<file path="src/rtl/riscv_dm_axil_sri_bridge.sv">
// rtl/riscv_dm_axil_sri_bridge.sv - AXI4-Lite slave to single-beat SRI master bridge for the debug module.
// Optional decode error on upper address bits: define RISCV_DM_AXIL_DECERR_EN.
module riscv_dm_axil_sri_bridge #(
  parameter int AXI_ADDR_WIDTH = 20,
  parameter int AXI_DATA_WIDTH = 64,
  parameter int SRI_ADDR_WIDTH = 6
) (
  input  logic                        clk_i,
  input  logic                        rstn_i,
  input  logic [AXI_ADDR_WIDTH-1:0]   s_awaddr_i,
  input  logic                        s_awvalid_i,
  output logic                        s_awready_o,
  input  logic [AXI_DATA_WIDTH-1:0]   s_wdata_i,
  input  logic [AXI_DATA_WIDTH/8-1:0] s_wstrb_i,
  input  logic                        s_wvalid_i,
  output logic                        s_wready_o,
  output logic [1:0]                  s_bresp_o,
  output logic                        s_bvalid_o,
  input  logic                        s_bready_i,
  input  logic [AXI_ADDR_WIDTH-1:0]   s_araddr_i,
  input  logic                        s_arvalid_i,
  output logic                        s_arready_o,
  output logic [AXI_DATA_WIDTH-1:0]   s_rdata_o,
  output logic [1:0]                  s_rresp_o,
  output logic                        s_rvalid_o,
  input  logic                        s_rready_i,
  output logic [SRI_ADDR_WIDTH-1:0]   sri_addr_o,
  output logic                        sri_en_o,
  output logic                        sri_we_o,
  output logic [63:0]                 sri_wdata_o,
  output logic [7:0]                  sri_be_o,
  input  logic [63:0]                 sri_rdata_i,
  input  logic                        sri_error_i
);

  if (AXI_DATA_WIDTH != 64) begin : g_bad_data_width
    $error("riscv_dm_axil_sri_bridge: AXI_DATA_WIDTH must be 64");
  end

  typedef enum logic [2:0] {
    IDLE    = 3'd0,
    ACCESS  = 3'd1,
    CAPTURE = 3'd2,
    BRESP   = 3'd3,
    RRESP   = 3'd4
  } state_t;

  state_t                    state_q, state_d;
  logic                      last_was_write_q;
  logic                      type_q;
  logic [SRI_ADDR_WIDTH-1:0] addr_q;
  logic [63:0]               wdata_q;
  logic [7:0]                be_q;
  logic [1:0]                resp_q;
  logic [63:0]               rdata_q;

  logic                      wr_req, rd_req, grant_wr, grant_rd, hs;
  logic [AXI_ADDR_WIDTH-1:0] req_addr;
  logic                      req_oob;

  // On a collision the type not granted last wins.
  assign wr_req   = s_awvalid_i & s_wvalid_i;
  assign rd_req   = s_arvalid_i;
  assign grant_wr = (state_q == IDLE) & wr_req & (~rd_req | ~last_was_write_q);
  assign grant_rd = (state_q == IDLE) & rd_req & (~wr_req | last_was_write_q);
  assign hs       = grant_wr | grant_rd;
  assign req_addr = grant_wr ? s_awaddr_i : s_araddr_i;

`ifdef RISCV_DM_AXIL_DECERR_EN
  assign req_oob = |req_addr[AXI_ADDR_WIDTH-1:SRI_ADDR_WIDTH];
`else
  logic unused_upper_addr;
  assign unused_upper_addr = ^req_addr[AXI_ADDR_WIDTH-1:SRI_ADDR_WIDTH];
  assign req_oob = 1'b0;
`endif

  always_ff @(posedge clk_i or negedge rstn_i) begin
    if (!rstn_i) begin
      state_q <= IDLE;
    end else begin
      state_q <= state_d;
    end
  end

  always_comb begin
    state_d = state_q;
    case (state_q)
      IDLE: begin
        if (hs) begin
          if (req_oob) state_d = grant_wr ? BRESP : RRESP;
          else         state_d = ACCESS;
        end
      end
      ACCESS:  state_d = CAPTURE;
      CAPTURE: state_d = type_q ? BRESP : RRESP;
      BRESP:   if (s_bready_i) state_d = IDLE;
      RRESP:   if (s_rready_i) state_d = IDLE;
      default: state_d = IDLE;
    endcase
  end

  always_comb begin
    s_awready_o = grant_wr;
    s_wready_o  = grant_wr;
    s_arready_o = grant_rd;
    sri_en_o    = (state_q == ACCESS);
    sri_we_o    = (state_q == ACCESS) & type_q;
    s_bvalid_o  = (state_q == BRESP);
    s_rvalid_o  = (state_q == RRESP);
  end

  always_ff @(posedge clk_i or negedge rstn_i) begin
    if (!rstn_i) begin
      last_was_write_q <= 1'b1;
      type_q           <= 1'b0;
      addr_q           <= '0;
      wdata_q          <= '0;
      be_q             <= '0;
      resp_q           <= 2'b00;
      rdata_q          <= '0;
    end else begin
      if (hs) begin
        last_was_write_q <= grant_wr;
        type_q           <= grant_wr;
        addr_q           <= req_addr[SRI_ADDR_WIDTH-1:0];
        be_q             <= grant_wr ? s_wstrb_i : 8'hFF;
        if (grant_wr) wdata_q <= s_wdata_i;
        if (req_oob) begin
          resp_q <= 2'b11;
          if (grant_rd) rdata_q <= '0;
        end
      end
      // Read data is returned even when the SRI flags an error.
      if (state_q == CAPTURE) begin
        resp_q <= sri_error_i ? 2'b10 : 2'b00;
        if (!type_q) rdata_q <= sri_rdata_i;
      end
    end
  end

  assign sri_addr_o  = addr_q;
  assign sri_wdata_o = wdata_q;
  assign sri_be_o    = be_q;
  assign s_bresp_o   = resp_q;
  assign s_rresp_o   = resp_q;
  assign s_rdata_o   = rdata_q;

endmodule

</file>
<file path="config.mk">
export PLATFORM = sky130hd
export DESIGN_NAME = riscv_dm_axil_sri_bridge
export DESIGN_NICKNAME = d
export VERILOG_FILES = /design/src/rtl/riscv_dm_axil_sri_bridge.sv
export SDC_FILE = /design/constraint.sdc
export NUM_CORES = 1
export LEC_CHECK = 0
export ABC_AREA = 1
export CORE_MARGIN = 1.5
export CORE_UTILIZATION = 35
export CTS_CLUSTER_DIAMETER = 150
export CTS_CLUSTER_SIZE = 14
export DETAILED_ROUTE_END_ITERATION = 12
export HOLD_SLACK_MARGIN = 0.06
export PLACE_DENSITY_LB_ADDON = 0.05
export SYNTH_ARGS = -nofsm -noshare
export SYNTH_HDL_FRONTEND = slang
export SYNTH_SLANG_ARGS = --single-unit
export TNS_END_PERCENT = 50
</file>
<file path="constraint.sdc">
create_clock -name clk_i -period 1.7 [get_ports clk_i]
set_clock_uncertainty 0.15 [all_clocks]
set_input_delay 0.255 -clock clk_i [delete_from_list [all_inputs] [get_ports clk_i]]
set_output_delay 0.255 -clock clk_i [all_outputs]
set_load 0.02 [all_outputs]
</file>
==> flow_metrics.env, run 1 <==
export IMPL_vias=5926
export IMPL_wl_um=20700
export IMPL_busiest_layer="met2"
export IMPL_max_freq_mhz=541
export IMPL_reg2reg_depth=9
export IMPL_postLayoutCoreUtil=0.628
export IMPL_finalPower_mw=19.9
export IMPL_ys_seq_area_frac=0.620
export IMPL_hold_class="in -> async"
export IMPL_layout_setup_ws_ps=-148
export IMPL_finalCriticalPeriod_ps=1850
export IMPL_synth_cells=696
export IMPL_worstPathArrival_ps=1440
export IMPL_fp_dieH_um=134
export IMPL_power_density_mw_per_mm2=1900
export IMPL_post_route_period_util=1.09
export IMPL_cts_buffers=17
export IMPL_worst_path_buf_inv=4
export IMPL_vias_per_cell=4.66
export IMPL_grt_ovfl_total=0
export IMPL_dpl_hpwl_um=13700
export IMPL_crit_end="s_bvalid_o"
export IMPL_instances_no_fill=1271
export IMPL_slew_violations=0
export IMPL_cp_end_kind="output pin"
export IMPL_synth_avg_cell_area_sq_um=8.59
export IMPL_setup_viol=18
export IMPL_cts_buffer_depth=2
export IMPL_power_leakage_nw=5.53
export IMPL_cts_reportedPaths_clkPinSlew_ps=60
export IMPL_gp_congestion=0.817
export IMPL_synthTopCellsByArea="dfrtp_1 62%, nand2_1 24%, nand3_1 7.5%"
export IMPL_drc=0
export IMPL_first_pass_iters=6
export IMPL_cts_tree="done"
export IMPL_root_buffer="clkbuf_16"
export IMPL_routedWlPerCell_um=16.3
export IMPL_rsz0062_at_grt="true"
export IMPL_regToRegStartpoint="state_q[0]$_DFFE_PN0P_"
export IMPL_slowest_delay_ps=360
export IMPL_syn2layout_area_growth_pct=74.8
export IMPL_yosys_area_top_type="dfrtp_1"
export IMPL_finalHoldViolations=0
export IMPL_critical_path_class="reg -> out"
export IMPL_die_area_sq_mm=0.0179
export IMPL_syn_area_sq_mm=0.00598
export IMPL_worstSetupStartpoint="state_q[0]$_DFFE_PN0P_"
export IMPL_failed_checks="negative setup slack"
export IMPL_grt_util_met3=0.0696
export IMPL_std_cell_rows=47
export IMPL_grt_total_usage=0.224
export IMPL_critPathMaxFanout=3
export IMPL_crit_family="buffers and inverters"
export IMPL_io_pin_count=337
export IMPL_status="finished, violations left"
export IMPL_start_util=0.359
export IMPL_slowest_stage="dfrtp_1"
export IMPL_antenna_found_initial=0
export IMPL_synth_top_area_share=0.616
export IMPL_grt_start_max_net_pins=68
export IMPL_max_cap_violations=0
export IMPL_finalSetupTns_ps=-639
export IMPL_clock_sinks=148
export IMPL_vdd_ir_drop_max_uv=855
export IMPL_antenna_cells=0
export IMPL_grt_use_met1=0.275
export IMPL_synth_seq_cells=148
export IMPL_postRouteAntennaNets=0
export IMPL_clk_latency_ps=410
export IMPL_worstPathRequired_ps=1290
export IMPL_dp_cells=1214
export IMPL_grtUsageMet2=0.363
export IMPL_n_fill_cell=1481
export IMPL_crit_top_cell="buf_6"
export IMPL_worstPathCellList="inv_2, buf_4, buf_6, nor3_4, buf_6"
export IMPL_crit_cells=5
export IMPL_cts_htree_levels=4
export IMPL_critPathLaunchType="flip-flop"
export IMPL_grt_pass1_wl_um=31000
export IMPL_drtIter0Drc=216
export IMPL_port_buffers=306
export IMPL_die_w_um=134
export IMPL_regToRegEndpoint="sri_wdata_o[30]$_DFFE_PN0P_"
export IMPL_yosysWarnings=0
export IMPL_fp_coreArea_sq_mm=0.0166
export IMPL_drive_gt1_frac=0.118
export IMPL_ys_types=20
export IMPL_fin_nets=1223
export IMPL_grt_pass1_vias=5678
export IMPL_ff2ff_setup_slack_ps=-10
cell type report:
class                           count  area, sq um  area share
Sequential cell                   148         3710       0.355
Timing Repair Buffer              365         3690       0.353
Clock inverter                      7          120      0.0115
Tap cell                          220          275      0.0263
Clock buffer                       24          502      0.0480
Multi-Input combinational cell    487         2080       0.199
Inverter                           20         75.1     0.00719
power breakdown:
part | internal [mW] | switching [mW]
logic | 4.02 | 5.82
clock network | 2.50 | 1.44
registers | 5.23 | 0.868
sequential cells by signal, summed over array words and instances (netlist names):
name	flops
s_rdata_o	64
sri_wdata_o	64
sri_be_o	8
sri_addr_o	6
state_q	3
last_was_write_q	1
s_bresp_o	1
type_q	1
Yosys cell counts:
cell / instances
a21oi_1: 1
o21ai_0: 3
nand2_1: 378
clkbuf_1: 9
buf_2: 23
nand2_2: 3
inv_1: 16
inv_2: 4
dfrtp_1: 147
nor2_4: 1
nor3_1: 3
buf_4: 9
nand4_1: 2
nor2_1: 1
nand3_1: 89
buf_1: 2
nand3_2: 1
conb_1: 1
dfstp_2: 1
nor2_2: 2
per-stage QoR:
stage | setup WS [ps] | hold slack (ps) | area [sq um]
floorplan | -23.4 | -191 | 5980
global placement | -395 | 39.7 | 9460
detailed placement | -437 | 37.7 | 9460
CTS | -182 | 159 | 10100
global route | -204 | 183 | 10400
finish | -148 | 159 | 10400
cell usage in the layout, fill, tap and decap left out, types with 4 or more instances in the layout:
| cell | n |
|---|---|
| nand3_1 | 88 |
| inv_1 | 13 |
| inv_2 | 7 |
| clkbuf_8 | 5 |
| buf_12 | 13 |
| clkbuf_16 | 22 |
| buf_4 | 28 |
| dfrtp_1 | 145 |
| nand2_2 | 7 |
| dlygate4sd2_1 | 144 |
| clkdlybuf4s50_1 | 154 |
| clkinvlp_4 | 4 |
| nand2_1 | 371 |
| buf_6 | 17 |
worst min path at each step:
stage | startpoint | endpoint | slack (ps) | depth (start not counted)
floorplan | rstn_i | s_bresp_o[1]$_DFFE_PN0N_ | -190 | 0
global placement | rstn_i | s_rdata_o[56]$_DFFE_PN0P_ | 40 | 1
detailed placement | rstn_i | s_rdata_o[56]$_DFFE_PN0P_ | 40 | 1
CTS | rstn_i | s_rdata_o[56]$_DFFE_PN0P_ | 160 | 2
global route | rstn_i | s_rdata_o[56]$_DFFE_PN0P_ | 180 | 2
finish | rstn_i | s_rdata_o[56]$_DFFE_PN0P_ | 160 | 2
metal layers:
| layer | share of wire | vias up |
|---|---|---|
| met5 | 0 | - |
| met4 | 0.030 | 0 |
| met3 | 0.083 | 35 |
| met2 | 0.49 | 259 |
| met1 | 0.40 | 2782 |
| li1 | - | 2850 |
cells by family (layout without fill, tap and decap cells):
group	count (synthesis)	in the layout	share of synthesized area
flops	148	148	0.620
other cells	1	2	0.000628
simple gates	480	481	0.326
buf+inv	63	416	0.0500
compound gates	4	4	0.00335
what timing repair did:
item	4_1_cts	5_1_grt
hold endpoints to repair	148	0
gates resized for setup	202	28
endpoints found under the setup margin	239	149
buffers inserted	3	13
hold buffers	1	0
pin swaps	4	5
cloned	2	9
Note: power is estimated with default switching activity, not from simulation.
==> inputs of run 2 (changes only) <==
- REMOVE_ABC_BUFFERS: unset -> 1
==> flow_metrics.env, run 2 (same netlist as run 1, synthesis figures left out) <==
export IMPL_status="finished, violations left"
export IMPL_failed_checks="negative setup slack"
export IMPL_setup_viol=67
export IMPL_antenna_cells=0
export IMPL_wl_um=18600
export IMPL_postLayoutCoreUtil=0.594
export IMPL_vdd_ir_drop_max_uv=846
export IMPL_reg2reg_depth=8
export IMPL_max_freq_mhz=546
export IMPL_gp_congestion=0.777
export IMPL_rsz0062_at_grt="true"
export IMPL_worstPathArrival_ps=1430
export IMPL_root_buffer="clkbuf_16"
export IMPL_clk_latency_ps=410
export IMPL_routedWlPerCell_um=14.9
export IMPL_std_cell_rows=47
export IMPL_postRouteAntennaNets=0
export IMPL_die_w_um=134
export IMPL_worstPathRequired_ps=1290
export IMPL_fin_nets=1201
export IMPL_finalPower_mw=18.5
export IMPL_layout_commonest_cell="nand2_1"
export IMPL_dp_cells=1213
export IMPL_timing_hold_ws_ps=220
export IMPL_fp_coreArea_sq_mm=0.0166
export IMPL_syn2layout_area_growth_pct=65.5
export IMPL_power_leakage_nw=5.28
export IMPL_drtIter0Drc=207
export IMPL_grt_pass1_wl_um=29600
export IMPL_critPathLaunchType="flip-flop"
export IMPL_finalHoldViolations=0
export IMPL_hold_class="in -> reg"
export IMPL_io_pin_count=337
export IMPL_antenna_found_initial=0
export IMPL_cp_end_kind="output pin"
export IMPL_dpl_hpwl_um=13000
export IMPL_critical_path_class="reg -> out"
export IMPL_cts_htree_levels=4
export IMPL_whs_path_depth=3
export IMPL_port_buffers=306
export IMPL_grt_pass1_vias=5580
export IMPL_fp_dieH_um=134
export IMPL_grt_ovfl_total=0
export IMPL_critPathMaxFanout=3
export IMPL_post_route_period_util=1.08
export IMPL_finalCriticalPeriod_ps=1830
export IMPL_layout_setup_ws_ps=-133
export IMPL_vias_per_cell=4.53
export IMPL_cts_reportedPaths_clkPinSlew_ps=60
export IMPL_slew_violations=0
export IMPL_cts_buffers=17
export IMPL_drc=0
export IMPL_clock_sinks=148
export IMPL_die_area_sq_mm=0.0179
export IMPL_cts_tree="done"
export IMPL_n_fill_cell=1564
export IMPL_first_pass_iters=4
export IMPL_drive_gt1_frac=0.0914
export IMPL_vias=5651
export IMPL_power_density_mw_per_mm2=1870
export IMPL_cts_buffer_depth=2
export IMPL_max_cap_violations=0
export IMPL_instances_no_fill=1248
export IMPL_start_util=0.359
export IMPL_layout_common_cells="376 x nand2_1, 154 x clkdlybuf4s50_1, 146 x dfrtp_1"
export IMPL_grt_start_max_net_pins=79
export IMPL_grt_total_usage=0.212
-- run 2: repair_timing --
action	CTS	global route
pin swaps	3	1
setup buffers	3	1
gates resized for setup	197	2
endpoints found under the setup margin	228	87
hold endpoints to repair	148	0
hold buffers	1	0
-- run 2: path summary, 6_finish.rpt --
kind                                              start                           end  slack (ps)
max                              state_q[0]$_DFFE_PN0P_                    s_wready_o        -130
min                                       s_wdata_i[53]   sri_wdata_o[53]$_DFFE_PN0P_         220
max reg2reg                last_was_write_q$_DFFE_PN1P_       sri_be_o[4]$_DFFE_PN0P_         -40
min reg2reg                   s_rdata_o[10]$_DFFE_PN0P_     s_rdata_o[10]$_DFFE_PN0P_         310
max in group asynchronous                        rstn_i  last_was_write_q$_DFFE_PN1P_         760
min in group asynchronous                        rstn_i      s_rdata_o[5]$_DFFE_PN0P_         260
-- run 2: metrics by stage --
stage | setup TNS, ps | instance area [sq um] | worst slack, ps
after floorplan | -211260 | 5760 | -1970
after global placement | -28460 | 9430 | -524
after detailed placement | -29730 | 9430 | -525
after CTS | -2420 | 9880 | -168
after global routing | -9100 | 9890 | -204
final | -1210 | 9890 | -133
-- run 2: final cells by class --
type,instances,area (sq um),share of cell area
Tap cell,220,275,0.0278
Multi-Input combinational cell,486,2020,0.204
Inverter,20,77.6,0.00784
Clock inverter,10,110,0.0111
Sequential cell,148,3710,0.375
Timing Repair Buffer,344,3260,0.330
Clock buffer,20,447,0.0452
-- run 2: worst max-delay path, cell delays in order (launching register included) --
cell and delay [ps]:
dfrtp_1 390, inv_2 100, nand2_4 60, nor2_4 130, nand2_2 90, inv_4 90, buf_4 140
-- run 2: power breakdown --
part	internal, mW	switching (mW)
Clock	2.17	1.41
Combinational	3.43	5.47
Sequential	5.23	0.836
-- run 2: routing by layer --
metal,wire length [um],vias up,GRT usage
met5,0,-,0
met4,308,0,0.0731
met3,1550,19,0.0666
met2,8860,218,0.350
met1,7880,2614,0.264
li1,-,2800,-
==> inputs of run 3 (changes only) <==
- SKIP_CTS_REPAIR_TIMING: unset -> 1
==> flow_metrics.env, run 3 (same netlist as run 1, synthesis figures left out) <==
export IMPL_hold_class="in -> reg"
export IMPL_failed_checks="negative setup slack"
export IMPL_layout_commonest_cell="nand2_1"
export IMPL_drtIter0Drc=223
export IMPL_layout_setup_ws_ps=-127
export IMPL_cts_tree="done"
export IMPL_worstPathArrival_ps=1420
export IMPL_setup_viol=49
export IMPL_grt_pass1_vias=5539
export IMPL_fp_dieH_um=134
export IMPL_vias=5629
export IMPL_max_freq_mhz=547
export IMPL_critPathLaunchType="flip-flop"
export IMPL_die_area_sq_mm=0.0179
export IMPL_timing_hold_ws_ps=224
export IMPL_critPathMaxFanout=3
export IMPL_crit_end="s_wready_o"
export IMPL_power_density_mw_per_mm2=1860
export IMPL_io_pin_count=337
export IMPL_postRouteAntennaNets=0
export IMPL_pwr_share_seq=0.314
export IMPL_regToRegStartpoint="last_was_write_q$_DFFE_PN1P_"
export IMPL_status="finished, violations left"
export IMPL_reg2reg_depth=8
export IMPL_layout_common_cells="372 x nand2_1, 154 x clkdlybuf4s50_1, 146 x dfrtp_1"
export IMPL_vias_per_cell=4.52
export IMPL_instances_no_fill=1245
export IMPL_syn2layout_area_growth_pct=74.5
export IMPL_worstSetupStartpoint="last_was_write_q$_DFFE_PN1P_"
export IMPL_postLayoutCoreUtil=0.627
export IMPL_combPwrFrac=0.502
export IMPL_wl_um=18800
export IMPL_p_int_mw=11.6
export IMPL_finalSetupTns_ps=-1040
export IMPL_fin_nets=1198
export IMPL_port_buffers=306
export IMPL_cp_end_kind="output pin"
export IMPL_clk_latency_ps=410
export IMPL_cts_htree_levels=4
export IMPL_grt_pass1_wl_um=29300
export IMPL_clock_sinks=148
export IMPL_gp_congestion=0.777
export IMPL_finalPower_mw=19.4
export IMPL_slew_violations=0
export IMPL_regToRegEndpoint="sri_wdata_o[57]$_DFFE_PN0P_"
export IMPL_critical_path_class="reg -> out"
export IMPL_root_buffer="clkbuf_16"
export IMPL_std_cell_rows=47
export IMPL_first_pass_iters=4
export IMPL_dp_cells=1213
export IMPL_cts_reportedPaths_clkPinSlew_ps=60
export IMPL_max_cap_violations=0
export IMPL_cts_buffers=17
export IMPL_final_area_sq_mm=0.0104
export IMPL_grt_ovfl_total=0
export IMPL_finalCriticalPeriod_ps=1830
export IMPL_drc=0
export IMPL_grt_total_usage=0.210
export IMPL_vdd_ir_drop_max_uv=909
export IMPL_post_route_period_util=1.07
export IMPL_pre_cts_ws_ps=-525
export IMPL_antenna_found_initial=0
export IMPL_power_share_clock=0.184
export IMPL_ff2ff_setup_slack_ps=-40
export IMPL_routedWlPerCell_um=15.1
export IMPL_die_w_um=134
export IMPL_grt_start_max_net_pins=79
export IMPL_placed_area_sq_mm=0.00943
export IMPL_drive_gt1_frac=0.0917
export IMPL_worstPathRequired_ps=1290
export IMPL_finalHoldViolations=0
export IMPL_cts_buffer_depth=2
export IMPL_p_sw_mw=7.74
export IMPL_rsz0062_at_grt="true"
export IMPL_dpl_hpwl_um=13000
export IMPL_power_leakage_nw=6.64
export IMPL_fp_coreArea_sq_mm=0.0166
export IMPL_swShare=0.400
export IMPL_antenna_cells=0
export IMPL_start_util=0.359
## run 3: layout make-up
class / count / area, sq um
Inverter: 20 / 80.1
Clock buffer: 20 / 447
Tap cell: 220 / 275
Timing Repair Buffer: 341 / 3780
Clock inverter: 10 / 110
Sequential cell: 148 / 3710
Fill cell: 1491 / 6210
Multi-Input combinational cell: 486 / 2030
## run 3: how the worst min path moves through the flow
| stage | from | endpoint | slack [ps] | cells past startpoint |
|---|---|---|---|---|
| finish | s_wdata_i[53] | sri_wdata_o[53]$_DFFE_PN0P_ | 220 | 3 |
| global route | s_wdata_i[52] | sri_wdata_o[52]$_DFFE_PN0P_ | 220 | 3 |
| detailed placement | rstn_i | s_rdata_o[0]$_DFFE_PN0P_ | 140 | 2 |
| floorplan | rstn_i | s_bresp_o[1]$_DFFE_PN0N_ | -190 | 0 |
| CTS | rstn_i | s_rdata_o[0]$_DFFE_PN0P_ | -300 | 2 |
| global placement | rstn_i | s_rdata_o[0]$_DFFE_PN0P_ | 150 | 2 |
## run 3: power by group through the flow
stage | Clock [mW] | Sequential, mW | Combinational [mW]
floorplan | 0 | 8.12 | 2.67
global placement | 0 | 6.12 | 9.92
detailed placement | 0 | 6.14 | 10.0
CTS | 3.66 | 6.13 | 10.0
global route | 3.80 | 6.31 | 10.6
finish | 3.56 | 6.08 | 9.73
## run 3: layer usage
| layer | routed length, um | part of all wire | global-route usage |
|---|---|---|---|
| met5 | 0 | 0 | 0 |
| met4 | 280 | 0.015 | 0.0694 |
| met3 | 1460 | 0.078 | 0.0670 |
| met2 | 9150 | 0.49 | 0.347 |
| met1 | 7890 | 0.42 | 0.262 |
## run 3: worst max-delay path, stage by stage, from the launching register on
cell	delay (ps)
dfstp_2	530
nand2_1	60
inv_1	70
nor2_2	50
nand2_2	90
inv_4	60
buf_4	150
